## src/rtl/uart_tx_sched_if.sv

```systemverilog
// Handshake bundle between the requesters/frame engine and uart_tx_sched.
// The scheduler uses the slave view; clients and engine drive the master view.
interface uart_tx_sched_if #(
   parameter int NUM_REQ    = 4,
   parameter int DATA_WIDTH = 8
);
   localparam int OW = (NUM_REQ > 1) ? $clog2(NUM_REQ) : 1;

   logic [NUM_REQ-1:0]            REQ;
   logic [NUM_REQ*DATA_WIDTH-1:0] REQ_DATA;
   logic [NUM_REQ-1:0]            REQ_PAR;
   logic                          BUSY;
   logic [DATA_WIDTH-1:0]         TX_DATA;
   logic                          PAR_EN;
   logic                          DATA_VALID;
   logic [NUM_REQ-1:0]            GNT;
   logic [NUM_REQ-1:0]            DONE;
   logic                          ERR;
   logic [OW-1:0]                 OWNER;

   modport master (
      output REQ, REQ_DATA, REQ_PAR, BUSY,
      input  TX_DATA, PAR_EN, DATA_VALID, GNT, DONE, ERR, OWNER
   );

   modport slave (
      input  REQ, REQ_DATA, REQ_PAR, BUSY,
      output TX_DATA, PAR_EN, DATA_VALID, GNT, DONE, ERR, OWNER
   );
endinterface

```

## src/rtl/uart_tx_sched.sv

```systemverilog
// Round-robin scheduler sharing one UART TX frame engine among NUM_REQ clients.
// state      | meaning
// S_IDLE     | arbitrate when engine idle and any REQ set
// S_ISSUE    | DATA_VALID and GNT[w] visible for exactly one cycle
// S_WAIT_START | wait for BUSY rise, ERR after TO_CYCLES without it
// S_WAIT_END | wait for BUSY fall, then DONE[w]
module uart_tx_sched #(
   parameter int NUM_REQ    = 4,
   parameter int DATA_WIDTH = 8,
   parameter int TO_CYCLES  = 16
) (
   input logic             CLK,
   input logic             RST,
   uart_tx_sched_if.slave  bus
);
   localparam int OW = (NUM_REQ > 1) ? $clog2(NUM_REQ) : 1;
   localparam int CW = (TO_CYCLES > 2) ? $clog2(TO_CYCLES) : 1;

   typedef enum logic [1:0] {
      S_IDLE,
      S_ISSUE,
      S_WAIT_START,
      S_WAIT_END
   } state_t;

   state_t                  state_q;
   logic [OW-1:0]           ptr_q;
   logic [OW-1:0]           owner_q;
   logic [CW-1:0]           cnt_q;
   logic [DATA_WIDTH-1:0]   tx_data_q;
   logic                    par_en_q;
   logic                    dv_q;
   logic [NUM_REQ-1:0]      gnt_q;
   logic [NUM_REQ-1:0]      done_q;
   logic                    err_q;

   logic                    win_vld_d;
   logic [OW-1:0]           win_d;
   logic [OW-1:0]           ptr_nxt_d;

   // Scan downward so the last hit is the one closest to the pointer.
   always_comb begin
      win_vld_d = 1'b0;
      win_d     = '0;
      for (int i = NUM_REQ - 1; i >= 0; i--) begin
         int idx;
         idx = int'(ptr_q) + i;
         if (idx >= NUM_REQ) idx = idx - NUM_REQ;
         if (bus.REQ[idx]) begin
            win_vld_d = 1'b1;
            win_d     = OW'(idx);
         end
      end
   end

   assign ptr_nxt_d = (owner_q == OW'(NUM_REQ - 1)) ? '0 : owner_q + OW'(1);

   always_ff @(posedge CLK or negedge RST) begin
      if (!RST) begin
         state_q   <= S_IDLE;
         ptr_q     <= '0;
         owner_q   <= '0;
         cnt_q     <= '0;
         tx_data_q <= '0;
         par_en_q  <= 1'b0;
         dv_q      <= 1'b0;
         gnt_q     <= '0;
         done_q    <= '0;
         err_q     <= 1'b0;
      end else begin
         dv_q   <= 1'b0;
         gnt_q  <= '0;
         done_q <= '0;
         err_q  <= 1'b0;
         case (state_q)
            S_IDLE: begin
               if (win_vld_d && !bus.BUSY) begin
                  tx_data_q <= bus.REQ_DATA[win_d*DATA_WIDTH +: DATA_WIDTH];
                  par_en_q  <= bus.REQ_PAR[win_d];
                  owner_q   <= win_d;
                  gnt_q     <= NUM_REQ'(1) << win_d;
                  dv_q      <= 1'b1;
                  state_q   <= S_ISSUE;
               end
            end
            S_ISSUE: begin
               cnt_q   <= '0;
               state_q <= S_WAIT_START;
            end
            S_WAIT_START: begin
               if (bus.BUSY) begin
                  state_q <= S_WAIT_END;
               end else begin
                  cnt_q <= cnt_q + CW'(1);
                  // counter is about to reach TO_CYCLES-1: give up on this frame
                  if (cnt_q == CW'(TO_CYCLES - 2)) begin
                     err_q   <= 1'b1;
                     ptr_q   <= ptr_nxt_d;
                     state_q <= S_IDLE;
                  end
               end
            end
            S_WAIT_END: begin
               if (!bus.BUSY) begin
                  done_q  <= NUM_REQ'(1) << owner_q;
                  ptr_q   <= ptr_nxt_d;
                  state_q <= S_IDLE;
               end
            end
            default: state_q <= S_IDLE;
         endcase
      end
   end

   assign bus.TX_DATA    = tx_data_q;
   assign bus.PAR_EN     = par_en_q;
   assign bus.DATA_VALID = dv_q;
   assign bus.GNT        = gnt_q;
   assign bus.DONE       = done_q;
   assign bus.ERR        = err_q;
   assign bus.OWNER      = owner_q;
endmodule

```

## src/flat_wrapper.sv

```systemverilog
// flat-port wrapper written by rule: the top's interface ports become plain ports
module uart_tx_sched_flat 
#(
   parameter int NUM_REQ    = 4,
   parameter int DATA_WIDTH = 8,
   parameter int TO_CYCLES  = 16
)
  (CLK, RST, bus_REQ, bus_REQ_DATA, bus_REQ_PAR, bus_BUSY, bus_TX_DATA, bus_PAR_EN, bus_DATA_VALID, bus_GNT, bus_DONE, bus_ERR, bus_OWNER);
  uart_tx_sched_if #(.NUM_REQ(NUM_REQ), .DATA_WIDTH(DATA_WIDTH)) bus_i ();
  input logic CLK;
  input logic RST;
  input wire logic [$bits(bus_i.REQ)-1:0] bus_REQ;
  input wire logic [$bits(bus_i.REQ_DATA)-1:0] bus_REQ_DATA;
  input wire logic [$bits(bus_i.REQ_PAR)-1:0] bus_REQ_PAR;
  input wire logic [$bits(bus_i.BUSY)-1:0] bus_BUSY;
  output wire logic [$bits(bus_i.TX_DATA)-1:0] bus_TX_DATA;
  output wire logic [$bits(bus_i.PAR_EN)-1:0] bus_PAR_EN;
  output wire logic [$bits(bus_i.DATA_VALID)-1:0] bus_DATA_VALID;
  output wire logic [$bits(bus_i.GNT)-1:0] bus_GNT;
  output wire logic [$bits(bus_i.DONE)-1:0] bus_DONE;
  output wire logic [$bits(bus_i.ERR)-1:0] bus_ERR;
  output wire logic [$bits(bus_i.OWNER)-1:0] bus_OWNER;
  assign bus_i.REQ = bus_REQ;
  assign bus_i.REQ_DATA = bus_REQ_DATA;
  assign bus_i.REQ_PAR = bus_REQ_PAR;
  assign bus_i.BUSY = bus_BUSY;
  assign bus_TX_DATA = bus_i.TX_DATA;
  assign bus_PAR_EN = bus_i.PAR_EN;
  assign bus_DATA_VALID = bus_i.DATA_VALID;
  assign bus_GNT = bus_i.GNT;
  assign bus_DONE = bus_i.DONE;
  assign bus_ERR = bus_i.ERR;
  assign bus_OWNER = bus_i.OWNER;
  uart_tx_sched #(.NUM_REQ(NUM_REQ), .DATA_WIDTH(DATA_WIDTH), .TO_CYCLES(TO_CYCLES)) u_core (.CLK(CLK), .RST(RST), .bus(bus_i));
endmodule
```

## config.mk

```make
export PLATFORM = sky130hd
export DESIGN_NAME = uart_tx_sched_flat
export DESIGN_NICKNAME = d
export VERILOG_FILES = /design/src/rtl/uart_tx_sched_if.sv /design/src/rtl/uart_tx_sched.sv /design/src/flat_wrapper.sv
export SDC_FILE = /design/constraint.sdc
export NUM_CORES = 1
export LEC_CHECK = 0
export ABC_AREA = 1
export CORE_MARGIN = 2
export CORE_UTILIZATION = 41
export DETAILED_ROUTE_END_ITERATION = 12
export HOLD_SLACK_MARGIN = 0.03
export MAX_ROUTING_LAYER = met4
export PLACE_DENSITY = 0.73
export SLEW_MARGIN = 20
export SYNTH_ARGS = -nofsm -noshare
export SYNTH_HDL_FRONTEND = slang
export SYNTH_SLANG_ARGS = --single-unit
```

## constraint.sdc

```tcl
create_clock -name CLK -period 1.7 [get_ports CLK]
set_input_delay 0.34 -clock CLK [delete_from_list [all_inputs] [get_ports CLK]]
set_output_delay 0.34 -clock CLK [all_outputs]
set_load 0.02 [all_outputs]
```

==> metrics.csv <==
stage;metric;value;unit
placed_design;port_buffers;63;
power;powerDensity;1823;nW/um^2
global_route;grt_use_total;20.53;%
critical_path;crit_path_start_kind;flip-flop;
power;intPower;3041;uW
synthesis;yosysWarnings;0;
detailed_routing;met2_length;2712;um
timing;max-slew-margin-rel;75.18;%
synthesis;syn_avg_cell_area;7.367;sq um
global_route;grt_overflow;0;
detailed_routing;wl_per_cell;12.74;um
job;maxCapViolations;0;
power;swShare;46.51;%
detailed_routing;m1WireLength;2170;um
detailed_routing;ant_nets;0;
cts;cts_hold_buf;0;
finish;final_cell_mix;59 x clkdlybuf4s50_1, 55 x nand2_1, 45 x inv_1;
finish;antennaDiodeCount;0;
detailed_routing;drc_errors;0;
floorplan;die-area;5196;sq um
power;ir_drop;0.9489;mV
synthesis;synth_cell_types;25;
global_route;antenna_found_initial;0;
finish;drive_gt1_share;26.14;%
timing;finalCriticalPeriod;1834;ps
critical_path;crit_path_top_delay_cell;dfrtp_2;
finish;fin_nets;400;
cts;htreeDepth;2;
floorplan;coreArea;4414;sq um
floorplan;chipWidth;72.09;um
critical_path;worst_setup_path_end_kind;flip-flop;
outcome;violations;negative setup slack;
timing;fin_setup_tns;-977.8;ps
placed_design;dp_hpwl;3521;um
global_route;grt_pass1_vias;1942;
cts;clk_latency;270;ps
finish;fillers;351;
cts;clockBufferDepth;2;
finish;finalCoreUtilization;70.66;%
critical_path;cp_slowest_stage_delay;450;ps
power;switchingPower;2644;uW
synthesis;syn_inst;258;
timing;hold_violations;0;
detailed_routing;drt-initial-drc-count;108;
detailed_routing;met3_length;238;um
timing;setup_slack;-133.9;ps
hold_path;hold_class;in2async;
timing;skew;2.152;ps
power;p_comb_share;71.0;%
power;p_seq_share;19.5;%
detailed_routing;viasPerCell;4.745;
global_route;grt_start_max_net_pins;30;
synthesis;syn_area;1901;sq um
power;p_leak;0.001597;uW
critical_path;cp_max_fo;5;
synthesis;synth.net_count;307;
cts;cts_tree;built;
outcome;status;finished, violations left;
critical_path;crit_top_cell;nand2_1;
critical_path;path_cells;clkbuf_16 > o21ai_4 > inv_2 > o21ai_2 > nand2_2 > a21boi_4 > buf_6 > nand3_1 > nand2_1 > nand2_1 > nand2_1;
critical_path;crit_arrival;2050;ps
cts;clkSinkCount;29;
floorplan;row_count;24;
cts;cts_buffers;5;
floorplan;ios;64;
detailed_routing;maxUsedRoutingLayer;met4;
floorplan;start_util;43.06;%
power;clkPwrFrac;9.5;%
timing;fmax;545.3;MHz
critical_path;cp.required;1920;ps
timing;period_share;107.9;%
cts;cts-root-buf;clkbuf_8;
placed_design;preCtsSetupSlack;-501.1;ps
placed_design;place_congestion;0.8088;
detailed_routing;routed_wl;5147;um
floorplan;die_y;72.09;um
synthesis;yosysSeqAreaShare;38.18;%
global_route;grt_pass1_wl;8252;um
finish;syn_to_final_growth;64.12;%
timing;setup_violations;9;
critical_path;path_class;reg2reg;
synthesis;synth_seq_cells;29;
cts;clk_pin_slew;60;ps
timing;slew_viol_final;0;
timing;rsz0062_at_grt;yes;
finish;final_common_cell;clkdlybuf4s50_1;
detailed_routing;firstDrtPassIters;4;
detailed_routing;via_count;1917;
timing;tightest_slew;372.3;ps
[sequential cells by signal, indices dropped and copies added, names as in the netlist]
register and flops:
u_core.bus.ERR 1, u_core.bus.OWNER 2, u_core.ptr_q 2, u_core.bus.DATA_VALID 1, u_core.cnt_q 4, u_core.state_q 2
u_core.bus.DONE 4, u_core.bus.TX_DATA 8, u_core.bus.PAR_EN 1, u_core.bus.GNT 4
[stage by stage]
| stage | cell area, sq um | hold slack (ps) | total power (uW) | cells |
|---|---|---|---|---|
| 4_1_cts | 2910 | 476.9 | 5073 | 399 |
| 5_1_grt | 3119 | 505.4 | 6111 | 404 |
| 3_5_place_dp | 2685 | 471.7 | 3962 | 385 |
| 6_report | 3119 | 459.3 | 5686 | 404 |
| 3_3_place_gp | 2685 | 479.9 | 3898 | 385 |
| 2_1_floorplan | 1901 | 44.41 | 3155 | 258 |
[path summary, 6_finish.rpt]
| kind | startpoint | slack (ps) | to | depth (start not counted) |
|---|---|---|---|---|
| setup / recovery | u_core.ptr_q[0] | -130 | u_core.bus.PAR_EN | 11 |
| hold / removal | RST | 460 | u_core.bus.GNT[1] | 2 |
| max in group asynchronous | RST | 950 | u_core.ptr_q[0] | 2 |
| setup reg to reg | u_core.ptr_q[0] | -130 | u_core.bus.PAR_EN | 11 |
| hold reg to reg | u_core.bus.TX_DATA[0] | 490 | u_core.bus.TX_DATA[0] | 2 |
| min in group CLK | u_core.bus.TX_DATA[0] | 490 | u_core.bus.TX_DATA[0] | 2 |
[logic make-up after synthesis]
family | share of synthesized area (%)
AO/OA/AOI/OAI | 7.044
adder cells (fa/ha/maj) | 3.950
buffers and inverters | 13.36
flip-flops | 38.18
AND/OR/NAND/NOR | 37.46
[power groups by stage]
stage                     Sequential (uW)  Clock, uW  Combinational (uW)
after CTS                            1090        549                3430
after detailed placement             1100          0                2860
after global routing                 1140        584                4390
after floorplan                      1250          0                1900
after global placement               1100          0                2800
final                                1110        539                4040
[final cells by class]
cell class                      instances  area (sq um)  share of cell area [%]
Clock inverter                          2         10.01                  0.3209
Clock buffer                            6         72.57                   2.327
Tap cell                               52         65.06                   2.086
Inverter                               52         197.7                   6.338
Sequential cell                        29         726.9                   23.31
Multi-Input combinational cell        173          1107                   35.50
Timing Repair Buffer                   90         939.7                   30.12
[worst max-delay path, delay by kind of cell, from the launching register on]
kind	cells	cell delay [ps]
AO/OA/AOI/OAI	3	570
buffers and inverters	3	390
flip-flops	1	450
AND/OR/NAND/NOR	5	350
[timing repair]
| item | 4_1_cts | 5_1_grt |
|---|---|---|
| endpoints found under the setup margin | 15 | 15 |
| resized for setup | 19 | 33 |
| pin swaps | 6 | 3 |
| buffers inserted | 4 | 3 |
| gates cloned | 2 | 2 |
[synthesized netlist by cell type]
cell type,n,share of area (%)
buf_4,1,0.40
buf_6,2,1.2
a21oi_1,4,1.1
or2_1,3,0.99
nand2_2,15,4.9
inv_1,49,9.7
inv_2,3,0.59
o22ai_1,1,0.33
dfrtp_1,29,38
nor2_1,15,3.0
ha_1,6,3.9
clkbuf_1,1,0.20
nor3_1,1,0.26
nand2_4,5,3.0
nand3_1,37,9.7
nand3_4,2,1.8
buf_2,1,0.26
o21ai_0,7,1.8
nor2_2,4,1.3
o21ai_2,3,1.4
nand2_1,63,12
o211ai_1,3,1.2
o21ai_1,1,0.26
buf_12,1,1.1
a21boi_4,1,0.99
[per-layer routing]
metal / track usage [%] / vias up
met2: 36.60 / 51
met3: 3.194 / 4
met5: - / -
li1: - / 981
met4: 4.822 / 0
met1: 24.25 / 881
Note: power is estimated with default switching activity, not from simulation.
